### config.mk
export PLATFORM = sky130hd
export DESIGN_NAME = jump_charge_ctl
export DESIGN_NICKNAME = d
export VERILOG_FILES = /design/src/rtl/jump_pkg.sv /design/src/rtl/jump_charge_ctl.sv
export SDC_FILE = /design/constraint.sdc
export NUM_CORES = 1
export LEC_CHECK = 0
export ABC_AREA = 0
export BUFFER_PORTS_ARGS = -buffer_cell sky130_fd_sc_hd__buf_2
export CAP_MARGIN = 20
export CORE_MARGIN = 2
export CORE_UTILIZATION = 52
export CTS_CLUSTER_DIAMETER = 120
export DETAILED_ROUTE_END_ITERATION = 8
export GPL_TIMING_DRIVEN = 0
export PLACE_DENSITY = 0.75
export SYNTH_ARGS = -nofsm -noshare
export SYNTH_HDL_FRONTEND = slang
export SYNTH_SLANG_ARGS = --single-unit
### constraint.sdc
create_clock -name clk -period 3.65 [get_ports clk]
set_input_delay 0.73 -clock clk [delete_from_list [all_inputs] [get_ports clk]]
set_output_delay 0.73 -clock clk [all_outputs]
set_load 0.005 [all_outputs]
### src/rtl/jump_pkg.sv
// -----------------------------------------------------------------------------
// jump_pkg
// Shared types for the jump charge controller: FSM state encoding, jump
// direction encoding, default velocity width and a direction decode helper.
// -----------------------------------------------------------------------------
package jump_pkg;

    localparam int VEL_W_DEFAULT = 6;

    typedef enum logic [1:0] {
        IDLE     = 2'd0,
        CHARGE   = 2'd1,
        LAUNCH   = 2'd2,
        AIRBORNE = 2'd3
    } jump_state_t;

    typedef enum logic [1:0] {
        DIR_UP    = 2'b00,
        DIR_LEFT  = 2'b01,
        DIR_RIGHT = 2'b10
    } jump_dir_t;

    // Exactly one of left/right selects a side; none or both means straight up.
    function automatic jump_dir_t dir_decode(input logic left, input logic right);
        jump_dir_t d;
        case ({left, right})
            2'b10:   d = DIR_LEFT;
            2'b01:   d = DIR_RIGHT;
            default: d = DIR_UP;
        endcase
        return d;
    endfunction

endpackage

### src/rtl/jump_charge_ctl.sv
// -----------------------------------------------------------------------------
// jump_charge_ctl
// Measures how long space is held while grounded (in frame ticks), converts it
// into a saturating jump velocity, latches the jump direction and issues a
// one-cycle launch request to the movement/physics controller.
//
// Ports:
//   clk          pixel/system clock
//   rst          asynchronous active-high reset
//   frame_tick   one-cycle pulse per frame
//   key_space    space held
//   key_left     left held
//   key_right    right held
//   grounded     character standing on floor/platform
//   jump_req     one-cycle launch pulse
//   jump_vel     launch velocity, valid with jump_req, held until next launch
//   jump_dir     00 up, 01 left, 10 right; valid with jump_req, held after
//   charging     high while charging (sprite select)
//   charge_level live charge value for the power bar
//
// Build option: define JUMP_AUTO_LAUNCH_EN to launch automatically one cycle
// after the charge saturates at VEL_MAX, without waiting for release.
// -----------------------------------------------------------------------------
module jump_charge_ctl
    import jump_pkg::*;
#(
    parameter int VEL_W           = VEL_W_DEFAULT,
    parameter int VEL_MIN         = 4,
    parameter int VEL_MAX         = 24,
    parameter int FRAMES_PER_STEP = 2
) (
    input  logic             clk,
    input  logic             rst,
    input  logic             frame_tick,
    input  logic             key_space,
    input  logic             key_left,
    input  logic             key_right,
    input  logic             grounded,
    output logic             jump_req,
    output logic [VEL_W-1:0] jump_vel,
    output logic [1:0]       jump_dir,
    output logic             charging,
    output logic [VEL_W-1:0] charge_level
);

    localparam int CNT_W = (FRAMES_PER_STEP > 1) ? $clog2(FRAMES_PER_STEP) : 1;
    localparam logic [CNT_W-1:0] CNT_ZERO = CNT_W'(0);
    localparam logic [CNT_W-1:0] CNT_ONE  = CNT_W'(1);
    localparam logic [CNT_W-1:0] CNT_LAST = CNT_W'(FRAMES_PER_STEP - 1);
    localparam logic [VEL_W-1:0] LVL_ZERO = VEL_W'(0);
    localparam logic [VEL_W-1:0] LVL_ONE  = VEL_W'(1);
    localparam logic [VEL_W-1:0] LVL_MIN  = VEL_W'(VEL_MIN);
    localparam logic [VEL_W-1:0] LVL_MAX  = VEL_W'(VEL_MAX);

    jump_state_t      state_r;
    logic [CNT_W-1:0] frame_cnt_r;
    jump_dir_t        dir_r;
    jump_dir_t        jump_dir_r;
    logic             jump_req_r;
    logic [VEL_W-1:0] jump_vel_r;
    logic             charging_r;
    logic [VEL_W-1:0] charge_level_r;

    logic             step_due_s;
    logic [CNT_W-1:0] frame_cnt_next_s;
    logic [VEL_W-1:0] charge_next_s;

    // Charge step arithmetic: frame counter wrap and saturating level increment.
    // A tick arriving in the release cycle is folded in here, so the launch
    // captures the already-incremented value.
    always_comb begin
        step_due_s       = frame_tick && (frame_cnt_r == CNT_LAST);
        frame_cnt_next_s = frame_cnt_r;
        charge_next_s    = charge_level_r;
        if (frame_tick) begin
            if (step_due_s) begin
                frame_cnt_next_s = CNT_ZERO;
            end else begin
                frame_cnt_next_s = frame_cnt_r + CNT_ONE;
            end
        end else begin
            frame_cnt_next_s = frame_cnt_r;
        end
        if (step_due_s) begin
            if (charge_level_r >= LVL_MAX) begin
                charge_next_s = LVL_MAX;
            end else begin
                charge_next_s = charge_level_r + LVL_ONE;
            end
        end else begin
            charge_next_s = charge_level_r;
        end
    end

    // Jump sequencing FSM with all outputs registered.
    always_ff @(posedge clk or posedge rst) begin
        if (rst) begin
            state_r        <= AIRBORNE;
            frame_cnt_r    <= CNT_ZERO;
            dir_r          <= DIR_UP;
            jump_dir_r     <= DIR_UP;
            jump_req_r     <= 1'b0;
            jump_vel_r     <= LVL_ZERO;
            charging_r     <= 1'b0;
            charge_level_r <= LVL_ZERO;
        end else begin
            jump_req_r <= 1'b0;
            case (state_r)
                IDLE: begin
                    if (!grounded) begin
                        state_r <= AIRBORNE;
                    end else if (key_space) begin
                        state_r        <= CHARGE;
                        charging_r     <= 1'b1;
                        charge_level_r <= LVL_MIN;
                        frame_cnt_r    <= CNT_ZERO;
                        dir_r          <= dir_decode(key_left, key_right);
                    end
                end
                CHARGE: begin
                    if (!grounded) begin
                        // Walked off an edge while charging: abort silently.
                        state_r        <= AIRBORNE;
                        charging_r     <= 1'b0;
                        charge_level_r <= LVL_ZERO;
                        frame_cnt_r    <= CNT_ZERO;
                    end else begin
                        charge_level_r <= charge_next_s;
                        frame_cnt_r    <= frame_cnt_next_s;
                        dir_r          <= dir_decode(key_left, key_right);
                        if (!key_space) begin
                            state_r    <= LAUNCH;
                            charging_r <= 1'b0;
                        end
`ifdef JUMP_AUTO_LAUNCH_EN
                        else if (charge_level_r == LVL_MAX) begin
                            state_r    <= LAUNCH;
                            charging_r <= 1'b0;
                        end
`endif
                    end
                end
                LAUNCH: begin
                    jump_req_r     <= 1'b1;
                    jump_vel_r     <= charge_level_r;
                    jump_dir_r     <= dir_r;
                    charge_level_r <= LVL_ZERO;
                    state_r        <= AIRBORNE;
                end
                AIRBORNE: begin
                    // Landing with space still held must not re-trigger a charge.
                    if (grounded && !key_space) begin
                        state_r <= IDLE;
                    end
                end
                default: begin
                    state_r        <= AIRBORNE;
                    charging_r     <= 1'b0;
                    charge_level_r <= LVL_ZERO;
                    frame_cnt_r    <= CNT_ZERO;
                end
            endcase
        end
    end

    assign jump_req     = jump_req_r;
    assign jump_vel     = jump_vel_r;
    assign jump_dir     = jump_dir_r;
    assign charging     = charging_r;
    assign charge_level = charge_level_r;

endmodule
==> results_dict.tcl, run 1 <==
set metrics [dict create \
    run_status "complete, no violations" \
    tightest_slew_ns 0.788 \
    clock-skew-final_ns 0.00209 \
    global_route.overflow_total 0 \
    r2r_cells 6 \
    stdcell_count 159 \
    grt_antenna_before_repair 0 \
    chipHeight_um 50.5 \
    worstHoldPathCells 2 \
    path_cells "inv_1 > ha_1 > and2_1 > a221o_2 > or3b_4 > o21ai_2" \
    total_leakage_power_nw 0.656 \
    drv.max_cap_violation_count 0 \
    boundaryPins 23 \
    syn_nets 121 \
    first_iter_violations 13 \
    placed_cells 155 \
    hp-start "dir_r[1]" \
    met2_wirelength_mm 1.08 \
    final-max-slew-violation-count 0 \
    synthesis.instances 106 \
    r2r_setup_slack_ns 1.45 \
    met3_wirelength_um 68 \
    diodes 0 \
    drt-total-wl_mm 2.10 \
    wire_per_inst_um 13.2 \
    die_width_um 50.5 \
    layout.cells.most_common "sky130_fd_sc_hd__buf_2" \
    first_global_vias 878 \
    number_of_distinct_library_cell_variants_in_the_gate_level_netlist_after_synthesis 32 \
    placeable_core_region_um2 2000 \
    ys_warn_count 0 \
    reg2reg_from "state_r[1]" \
    wl_met1_um 917 \
    port_buffers 22 \
    place_congestion 0.816 \
    cts_post_setup_buffers_inserted 0 \
    placementRows 16 \
    worstSetupStartpointType "register" \
    antenna_violating_nets_post_route 0 \
    dpl_cell_area_um2 1270 \
    dr.max_layer_used "met4" \
    drive_above_1_share_pct 33.3 \
    areaGrowthSynthToFinish_pct 15.2 \
    drt_first_pass_iters 4 \
    max-slew-margin-rel_pct 47.4 \
    cts_inserted_buffers 3 \
    cts_root_buffer "sky130_fd_sc_hd__clkbuf_4" \
    period_needed_ns 2.20 \
    hold_path_end "dir_r[1]" \
    setup_repair_after_global_routing_missed_its_margin "no" \
    clock.fmax_mhz 455 \
    drt_drc_violations_left 0 \
    destination_of_the_worst_register_to_register_timing_path "charge_level[1]" \
    fin_crit_share_pct 60.2 \
    worst_vdd_drop_v 0.000458 \
    tritoncts_num_sinks 21 \
    clk_pin_slew_worst_paths_ns 0.11 \
    route.detailed.vias_per_inst 5.39 \
    power-per-cell-area_nw_per_um2 690 \
    min_path_type "register to register" \
    worst_ep_arrival_time_ns 2.44 \
    syn_area_per_cell_um2 10.6 \
    fillCellCount 175 \
    area_of_the_die_um2 2550 \
    clk-insertion-delay-late_ns 0.30 \
    cts_repair_resizes 0 \
    place.detailed.hpwl_mm 1.52 \
    final_cell_mix "sky130_fd_sc_hd__buf_2, sky130_fd_sc_hd__dfrtp_1, sky130_fd_sc_hd__inv_1, sky130_fd_sc_hd__nand2_1, sky130_fd_sc_hd__mux2_2" \
    final_nets 148 \
    report.final.setup_viol 0 \
    setup-tns-final_ns 0 \
    syn-cell-area_um2 1130 \
    cts_tree "yes" \
    slowest_stage_delay_cp_ns 0.60 \
    yosysSeqAreaShare_pct 46.9 \
    holdBufCountCts 0 \
    fin_worst_hold_slack_ns 0.493 \
    finish.instance_area_um2 1300 \
    worst_ep_required_time_ns 3.89 \
    slowest_stage "sky130_fd_sc_hd__dfstp_2" \
    dr_total_vias 857 \
    htree_num_levels 1 \
    grt_use_total_pct 20.0 \
    first_pass_grt_wire_length_mm 3.78 \
    synth.ff_latch_count 21 \
    final_hold_violation_count 0 \
    grt_start_max_net_pins 22 \
    largest_fanout_on_the_critical_path 9 \
    floorplan.initialDensity_pct 56.2 \
    clock_tree.buffer_depth 2 \
    criticalPathCategory "register to register" \
    timing.critical_path.to_type "register" \
]
final cells by class:
cell class | count | area (um2) | share of cell area [%]
Clock buffer | 3 | 22.5 | 1.74
Tap cell | 27 | 33.8 | 2.60
Clock inverter | 1 | 5.00 | 0.386
Inverter | 11 | 41.3 | 3.18
Buffer | 3 | 18.8 | 1.45
Timing Repair Buffer | 22 | 110 | 8.49
Sequential cell | 21 | 528 | 40.7
Multi-Input combinational cell | 71 | 538 | 41.5
registers in the layout, summed over array words and instances (netlist names):
| name | count |
|---|---|
| jump_vel | 6 |
| frame_cnt_r | 1 |
| charging | 1 |
| jump_dir | 2 |
| jump_req | 1 |
| state_r | 2 |
| charge_level | 6 |
| dir_r | 2 |
critical path, delay by kind of cell (launching register included):
kind | cells | cell delay [ns]
and+or+nand+nor | 2 | 0.61
DFF | 1 | 0.60
AOI/OAI and AO/OA | 2 | 0.55
adders and majority gates | 1 | 0.28
buffers and inverters | 1 | 0.09
worst max-delay path by stage:
| stage | from | endpoint | slack, ns |
|---|---|---|---|
| 4_1_cts | state_r[1] | charge_level[1] | 1.45 |
| 5_1_grt | state_r[1] | charge_level[0] | 1.34 |
| 3_3_place_gp | state_r[1] | charge_level[0] | 1.52 |
| 2_1_floorplan | state_r[1] | charge_level[0] | 1.63 |
| 6_report | state_r[1] | charge_level[1] | 1.45 |
| 3_5_place_dp | state_r[1] | charge_level[1] | 1.49 |
per-layer routing:
layer  vias up  GRT usage [%]
li1        427              -
met1       408           23.5
met2        18           35.7
met3         4           3.57
met4         0           8.11
met5         -              0
Yosys cell counts, drive strengths merged:
cell      n  area [um2]
nor2      5        18.8
o2111ai   1        8.76
or3b      1        11.3
ha        8         100
nand3     1        5.00
o41ai     1        8.76
clkbuf    2        7.51
a41oi     1        8.76
o211ai    1        7.51
nor3b     1        7.51
dfrtp    19         475
mux2      9         101
a32o      1        10.0
nand2    10        40.0
mux2i     1        10.0
a31oi     4        25.0
nor2b     1        6.26
nand2b    5        31.3
buf       1        11.3
a221o     1        11.3
a2bb2oi   2        17.5
inv      11        41.3
a21bo     1        10.0
or2b      1        7.51
a211oi    1        7.51
a21oi     4        20.0
and2      2        12.5
dfstp     2        52.6
o21ai     5        32.5
o22ai     3        18.8
per-stage QoR:
step                power (mW)  utilization (%)  setup WS, ns
detailed placement       0.789             63.4          1.49
CTS                      0.904             64.8          1.45
global route             0.978             64.8          1.34
floorplan                0.671                -          1.63
finish                   0.895             64.8          1.45
global placement         0.770             63.4          1.52
report_power, final:
group | total, mW | switching, mW | leakage, nW | internal (mW)
combinational | 0.411 | 0.221 | 0.363 | 0.191
clock | 0.111 | 0.0700 | 0.0177 | 0.0409
sequential | 0.373 | 0.0633 | 0.276 | 0.310
kinds of logic (layout without fill, tap and decap cells):
family                     count (synthesis)  after routing  synth area share (%)
DFF                                       21             21                  46.9
muxes                                     10             10                  9.89
adders and majority gates                  8              8                  8.89
AOI/OAI and AO/OA                         26             26                  16.6
buffers and inverters                     14             40                  5.33
and+or+nand+nor                           27             27                  12.4
Power figures use the tool's default switching activity.
==> run 2, diff against run 1 <==
--- a/config.mk
+++ b/config.mk
@@ -5,15 +5,16 @@
 export SDC_FILE = /design/constraint.sdc
 export NUM_CORES = 1
 export LEC_CHECK = 0
-export ABC_AREA = 0
+export ABC_AREA = 1
 export BUFFER_PORTS_ARGS = -buffer_cell sky130_fd_sc_hd__buf_2
 export CAP_MARGIN = 20
+export CORE_ASPECT_RATIO = 1.75
 export CORE_MARGIN = 2
-export CORE_UTILIZATION = 52
+export CORE_UTILIZATION = 48
 export CTS_CLUSTER_DIAMETER = 120
 export DETAILED_ROUTE_END_ITERATION = 8
 export GPL_TIMING_DRIVEN = 0
-export PLACE_DENSITY = 0.75
+export PLACE_DENSITY = 0.73
 export SYNTH_ARGS = -nofsm -noshare
 export SYNTH_HDL_FRONTEND = slang
 export SYNTH_SLANG_ARGS = --single-unit
==> constraint.sdc (replaced) <==
create_clock -name clk -period 1.8 [get_ports clk]
set_input_delay 0.36 -clock clk [delete_from_list [all_inputs] [get_ports clk]]
set_output_delay 0.36 -clock clk [all_outputs]
set_load 0.005 [all_outputs]
==> run 2 against run 1 <==
  * Non-clock buffer count fell by 2
  * Area after synthesis down 1.3%
  * Setup slack got worse by 1.3 ns
  * Via count rose by 8.9%
  * First-iteration DRC count is 23% higher
  * Register-to-register slack got worse by 1.3 ns
  * Cell area about the same
  * Cell count is 16% higher
  * Critical path type unchanged
  * Critical endpoint is now state_r[0]
  * Largest cell class is now registers
==> results_dict.tcl, run 2 <==
set metrics [dict create \
    run_status "complete, no violations" \
    largest_fanout_on_the_critical_path 7 \
    die_width_um 40.4 \
    drive_above_1_share_pct 26.4 \
    destination_of_the_worst_register_to_register_timing_path "state_r[0]" \
    tightest_slew_ns 0.776 \
    worstSetupStartpointType "register" \
    placementRows 23 \
    postLayoutSetupSlackWorst_ns 0.192 \
    areaGrowthSynthToFinish_pct 16.9 \
    synth_top_cell_area_share_pct 42.8 \
    placeable_core_region_um2 2240 \
    syn_nets 148 \
    area_of_the_die_um2 2730 \
    final-max-slew-violation-count 0 \
    r2r_setup_slack_ns 0.19 \
    synth.most_common_cell "sky130_fd_sc_hd__nand2_1" \
    report.final.setup_viol 0 \
    worstSetupStartpoint "state_r[1]" \
    cts_repair_resizes 0 \
    first_global_vias 878 \
    reg2reg_from "state_r[1]" \
    setup-tns-final_ns 0 \
    final_hold_violation_count 0 \
    cts_inserted_buffers 3 \
    grt_antenna_before_repair 0 \
    crit_family "flip-flops" \
    clock-skew-final_ns 0.00142 \
    cts_tree "yes" \
    drt-total-wl_mm 2.08 \
    synthDominantAreaCellType "sky130_fd_sc_hd__dfrtp_1" \
    period_needed_ns 1.61 \
    first_iter_violations 16 \
    most_used_cell_along_the_critical_path "sky130_fd_sc_hd__o21ai_1" \
    final_nets 175 \
    route.detailed.vias_per_inst 5.07 \
    drv.max_cap_violation_count 0 \
    drt_first_pass_iters 4 \
    tritoncts_num_sinks 21 \
    clk_pin_slew_worst_paths_ns 0.07 \
    chipHeight_um 67.6 \
    port_buffers 22 \
    diodes 0 \
    synth-main-ff-cell "sky130_fd_sc_hd__dfrtp_1" \
    global_route.overflow_total 0 \
    power-per-cell-area_nw_per_um2 1580 \
    drt_drc_violations_left 0 \
    htree_num_levels 1 \
    holdBufCountCts 0 \
    synthesis.instances 133 \
    slowest_stage "sky130_fd_sc_hd__dfstp_2" \
    boundaryPins 23 \
    criticalPathCategory "register to register" \
    ys_warn_count 0 \
    max-slew-margin-rel_pct 48.2 \
    first_pass_grt_wire_length_mm 3.58 \
    synth.ff_latch_count 21 \
    cts_root_buffer "sky130_fd_sc_hd__clkbuf_8" \
    floorplan.initialDensity_pct 49.5 \
    yosysSeqAreaShare_pct 47.5 \
    min_path_type "primary input to async pin" \
    clk-insertion-delay-late_ns 0.26 \
    fin_worst_hold_slack_ns 0.228 \
    syn-cell-area_um2 1110 \
    grt_start_max_net_pins 22 \
    place_congestion 0.776 \
    worst_vdd_drop_v 0.00106 \
    timing.critical_path.to_type "register" \
    clock_tree.buffer_depth 2 \
    grt_use_total_pct 19.3 \
    clock.fmax_mhz 622 \
    path_cells "inv_1 > ha_1 > nand2_2 > nand3_1 > o21ai_1 > nand2_1 > o21ai_1" \
    dpl_worst_slack_ns 0.203 \
    syn_area_per_cell_um2 8.35 \
    antenna_violating_nets_post_route 0 \
    total_leakage_power_nw 0.729 \
    synth_enable_flop_cells 0 \
    cts_post_setup_buffers_inserted 0 \
    dr_total_vias 933 \
    synth_async_sr_flop_share_pct 100 \
    worst_ep_arrival_time_ns 1.79 \
    layout.cells.most_common "sky130_fd_sc_hd__nand2_1" \
    crit_buf_inv 1 \
    yosys-top-cells-count "sky130_fd_sc_hd__nand2_1, sky130_fd_sc_hd__dfrtp_1, sky130_fd_sc_hd__inv_1" \
    wire_per_inst_um 11.3 \
    number_of_distinct_library_cell_variants_in_the_gate_level_netlist_after_synthesis 20 \
    fin_crit_share_pct 89.4 \
    final_cell_mix "sky130_fd_sc_hd__nand2_1, sky130_fd_sc_hd__buf_2, sky130_fd_sc_hd__dfrtp_1, sky130_fd_sc_hd__inv_1, sky130_fd_sc_hd__nor2_1" \
    r2r_cells 7 \
    slowest_stage_delay_cp_ns 0.57 \
    setup_repair_after_global_routing_missed_its_margin "no" \
    place.detailed.hpwl_mm 1.67 \
    worst_ep_required_time_ns 1.99 \
    synth.top_cells.by_area "sky130_fd_sc_hd__dfrtp_1, sky130_fd_sc_hd__nand2_1, sky130_fd_sc_hd__ha_1" \
    final_util_pct 57.9 \
]
run 2: cell count changes after synthesis, sizes merged, moves of 3 or more:
cell    previous run  this run
nor2               5        19
nand3              1         8
mux2               9         4
inv               11        19
a31oi              4         0
nand2b             5         0
o22ai              3         0
nand2             10        37
o21ai              5         8
run 2: layout make-up:
class / instances / area (um2)
Sequential cell: 21 / 528
Buffer: 1 / 5.00
Clock buffer: 3 / 41.3
Inverter: 19 / 73.8
Tap cell: 25 / 31.3
Timing Repair Buffer: 22 / 110
Fill cell: 199 / 946
Multi-Input combinational cell: 92 / 504
Clock inverter: 1 / 5.00
run 2: worst max-delay path by stage:
| stage | to | slack [ns] | depth (start not counted) |
|---|---|---|---|
| CTS | charge_level[3] | 0.19 | 8 |
| floorplan | charge_level[0] | 0.37 | 8 |
| finish | state_r[0] | 0.19 | 7 |
| global route | state_r[0] | 0.03 | 7 |
| detailed placement | charge_level[3] | 0.20 | 8 |
| global placement | charge_level[4] | 0.22 | 8 |
run 2: per-stage QoR:
stage | instances | cell area [um2] | total power, mW
floorplan | 133 | 1110 | 1.48
global route | 184 | 1300 | 2.29
CTS | 184 | 1300 | 2.09
detailed placement | 180 | 1250 | 1.78
global placement | 180 | 1250 | 1.72
finish | 184 | 1300 | 2.06
run 2: report_power, final:
| group | internal (mW) | switching [mW] | total, mW |
|---|---|---|---|
| Clock | 0.154 | 0.150 | 0.304 |
| Sequential | 0.669 | 0.131 | 0.799 |
| Combinational | 0.398 | 0.556 | 0.954 |
run 2: cell families (layout without fill, tap and decap cells):
logic type / after synthesis / in the layout / synth area share, %
flops: 21 / 21 / 47.5
mux: 4 / 4 / 4.05
fa+ha+maj: 8 / 8 / 9.01
compound gates: 13 / 13 / 6.19
simple gates: 67 / 67 / 26.1
buf+inv: 20 / 46 / 7.09
run 2: worst reg2reg max path: stages, from the launching register on:
cell	delay, ns
sky130_fd_sc_hd__dfstp_2	0.57
sky130_fd_sc_hd__inv_1	0.09
sky130_fd_sc_hd__ha_1	0.24
sky130_fd_sc_hd__nand2_2	0.16
sky130_fd_sc_hd__nand3_1	0.09
sky130_fd_sc_hd__o21ai_1	0.17
sky130_fd_sc_hd__nand2_1	0.10
sky130_fd_sc_hd__o21ai_1	0.11
run 2: metal layers:
metal / GRT usage (%) / share of wire [%] / vias to the layer above
met5: 0 / 0 / -
met4: 10.8 / 2.3 / 0
met3: 4.28 / 3.5 / 6
met2: 34.3 / 56 / 20
met1: 19.0 / 38 / 443
li1: - / - / 464
==> run 3, diff against run 2 <==
--- a/config.mk
+++ b/config.mk
@@ -14,7 +14,9 @@
 export CTS_CLUSTER_DIAMETER = 120
 export DETAILED_ROUTE_END_ITERATION = 8
 export GPL_TIMING_DRIVEN = 0
+export MAX_ROUTING_LAYER = met4
 export PLACE_DENSITY = 0.73
+export SKIP_CTS_REPAIR_TIMING = 1
 export SYNTH_ARGS = -nofsm -noshare
 export SYNTH_HDL_FRONTEND = slang
 export SYNTH_SLANG_ARGS = --single-unit
==> constraint.sdc (replaced) <==
create_clock -name clk -period 1.8 [get_ports clk]
set_input_delay 0.09 -clock clk [delete_from_list [all_inputs] [get_ports clk]]
set_output_delay 0.09 -clock clk [all_outputs]
set_load 0.005 [all_outputs]
==> run 3 against run 2 <==
  * The run now ends with negative hold slack left
  * Wire length shrank 0.24%
  * Register-to-register slack is essentially flat
  * Sequential share of layout area is the same
  * Cell area is the same
  * Total power grew 0.18%
  * Global-route usage grew 0.51 points
  * Highest routed layer unchanged
  * Hold slack lost 0.27 ns
  * Clock power is essentially flat
  * Critical path depth is the same
  * Critical path type unchanged
==> results_dict.tcl, run 3 (same netlist as run 2, synthesis figures left out) <==
set metrics [dict create \
    run_status "finished, violations left" \
    failed_checks "negative hold slack" \
    worst_ep_required_time_ns 1.99 \
    place_congestion 0.787 \
    grt_use_total_pct 19.9 \
    power-per-cell-area_nw_per_um2 1590 \
    worst_vdd_drop_v 0.00106 \
    first_pass_grt_wire_length_mm 3.57 \
    final_hold_violation_count 19 \
    placed_cells 180 \
    multiInputGateArea_um2 504 \
    chipHeight_um 67.6 \
    drt_first_pass_iters 4 \
    antenna_violating_nets_post_route 0 \
    clock_tree.buffer_depth 2 \
    drt-total-wl_mm 2.08 \
    clk_pin_slew_worst_paths_ns 0.07 \
    grt_start_max_net_pins 22 \
    max-slew-margin-rel_pct 48.3 \
    place.detailed.hpwl_mm 1.67 \
    grt_antenna_before_repair 0 \
    diodes 0 \
    drv.max_cap_violation_count 0 \
    dr_total_vias 936 \
    setup-tns-final_ns 0 \
    cts_tree "yes" \
    period_needed_ns 1.61 \
    total_leakage_power_nw 0.729 \
    first_global_vias 876 \
    tritoncts_num_sinks 21 \
    largest_fanout_on_the_critical_path 7 \
    floorplan.initialDensity_pct 49.5 \
    clock-skew-final_ns 0.00160 \
    first_iter_violations 19 \
    areaGrowthSynthToFinish_pct 16.9 \
    port_buffers 22 \
    cts_inserted_buffers 3 \
    final_nets 175 \
    met2_wirelength_mm 1.15 \
    clk-insertion-delay-late_ns 0.26 \
    final_cell_mix "sky130_fd_sc_hd__nand2_1, sky130_fd_sc_hd__buf_2, sky130_fd_sc_hd__dfrtp_1, sky130_fd_sc_hd__inv_1, sky130_fd_sc_hd__nor2_1" \
    wire_per_inst_um 11.3 \
    setup_repair_after_global_routing_missed_its_margin "no" \
    clock.fmax_mhz 622 \
    timing.critical_path.to_type "register" \
    boundaryPins 23 \
    worst_ep_arrival_time_ns 1.79 \
    fin_worst_hold_slack_ns -0.0421 \
    die_width_um 40.4 \
    min_path_type "primary input to async pin" \
    stdcell_count 184 \
    global_route.overflow_total 0 \
    htree_num_levels 1 \
    drive_above_1_share_pct 26.4 \
    fin_crit_share_pct 89.4 \
    finalPower_mw 2.06 \
    final-seq-area_um2 528 \
    wl_met1_um 777 \
    cts_root_buffer "sky130_fd_sc_hd__clkbuf_8" \
    tightest_slew_ns 0.775 \
    met3_wirelength_um 100 \
    final-max-slew-violation-count 0 \
    placementRows 23 \
    area_of_the_die_um2 2730 \
    drt_drc_violations_left 0 \
    dr.max_layer_used "met4" \
    criticalPathCategory "register to register" \
    route.detailed.vias_per_inst 5.09 \
    fillCellCount 199 \
    worstSetupStartpointType "register" \
    placeable_core_region_um2 2240 \
    layout.cells.most_common "sky130_fd_sc_hd__nand2_1" \
    report.final.setup_viol 0 \
]
-- run 3: cell counts in the layout (fill, tap and decap cells not counted) --
Identical to the previous run, type by type.
-- run 3: report_power, final --
| group | leakage [nW] | switching, mW | internal [mW] |
|---|---|---|---|
| registers | 0.267 | 0.131 | 0.669 |
| logic | 0.437 | 0.560 | 0.399 |
| clock network | 0.0255 | 0.150 | 0.154 |
-- run 3: critical path, stage by stage, from the launching register on --
cell	delay [ns]
sky130_fd_sc_hd__dfstp_2	0.57
sky130_fd_sc_hd__inv_1	0.09
sky130_fd_sc_hd__ha_1	0.24
sky130_fd_sc_hd__nand2_2	0.16
sky130_fd_sc_hd__nand3_1	0.09
sky130_fd_sc_hd__o21ai_1	0.17
sky130_fd_sc_hd__nand2_1	0.09
sky130_fd_sc_hd__o21ai_1	0.11
-- run 3: final cells by class --
| type | count | share of cell area, % |
|---|---|---|
| buffer | 1 | 0.385 |
| clock buffer | 3 | 3.18 |
| clock inverter | 1 | 0.385 |
| inverter | 19 | 5.68 |
| multi-input combinational | 92 | 38.8 |
| sequential | 21 | 40.7 |
| tap | 25 | 2.41 |
| timing repair buffer | 22 | 8.48 |
-- run 3: final timing paths --
path                            slack, ns       start          end  cells past startpoint
worst min-delay path                -0.04         rst     jump_req                      2
worst min register to register       0.48    dir_r[0]     dir_r[0]                      2
max in group asynchronous            1.36         rst  frame_cnt_r                      2
min in group clk                     0.08   key_right     dir_r[1]                      3
worst max-delay path                 0.19  state_r[1]   state_r[0]                      7
worst max register to register       0.19  state_r[1]   state_r[0]                      7
-- run 3: through the flow --
step           util [%]  cell area (um2)  setup slack [ns]
2_1_floorplan         -             1110             0.365
3_3_place_gp       55.8             1250             0.220
3_5_place_dp       55.8             1250             0.203
4_1_cts            57.9             1300             0.186
5_1_grt            57.9             1300            0.0312
6_report           57.9             1300             0.192
-- run 3: per-layer routing --
metal	track usage (%)	up-vias
met3	4.28	6
li1	-	464
met1	19.0	440
met5	-	-
met2	34.3	26
met4	10.8	0
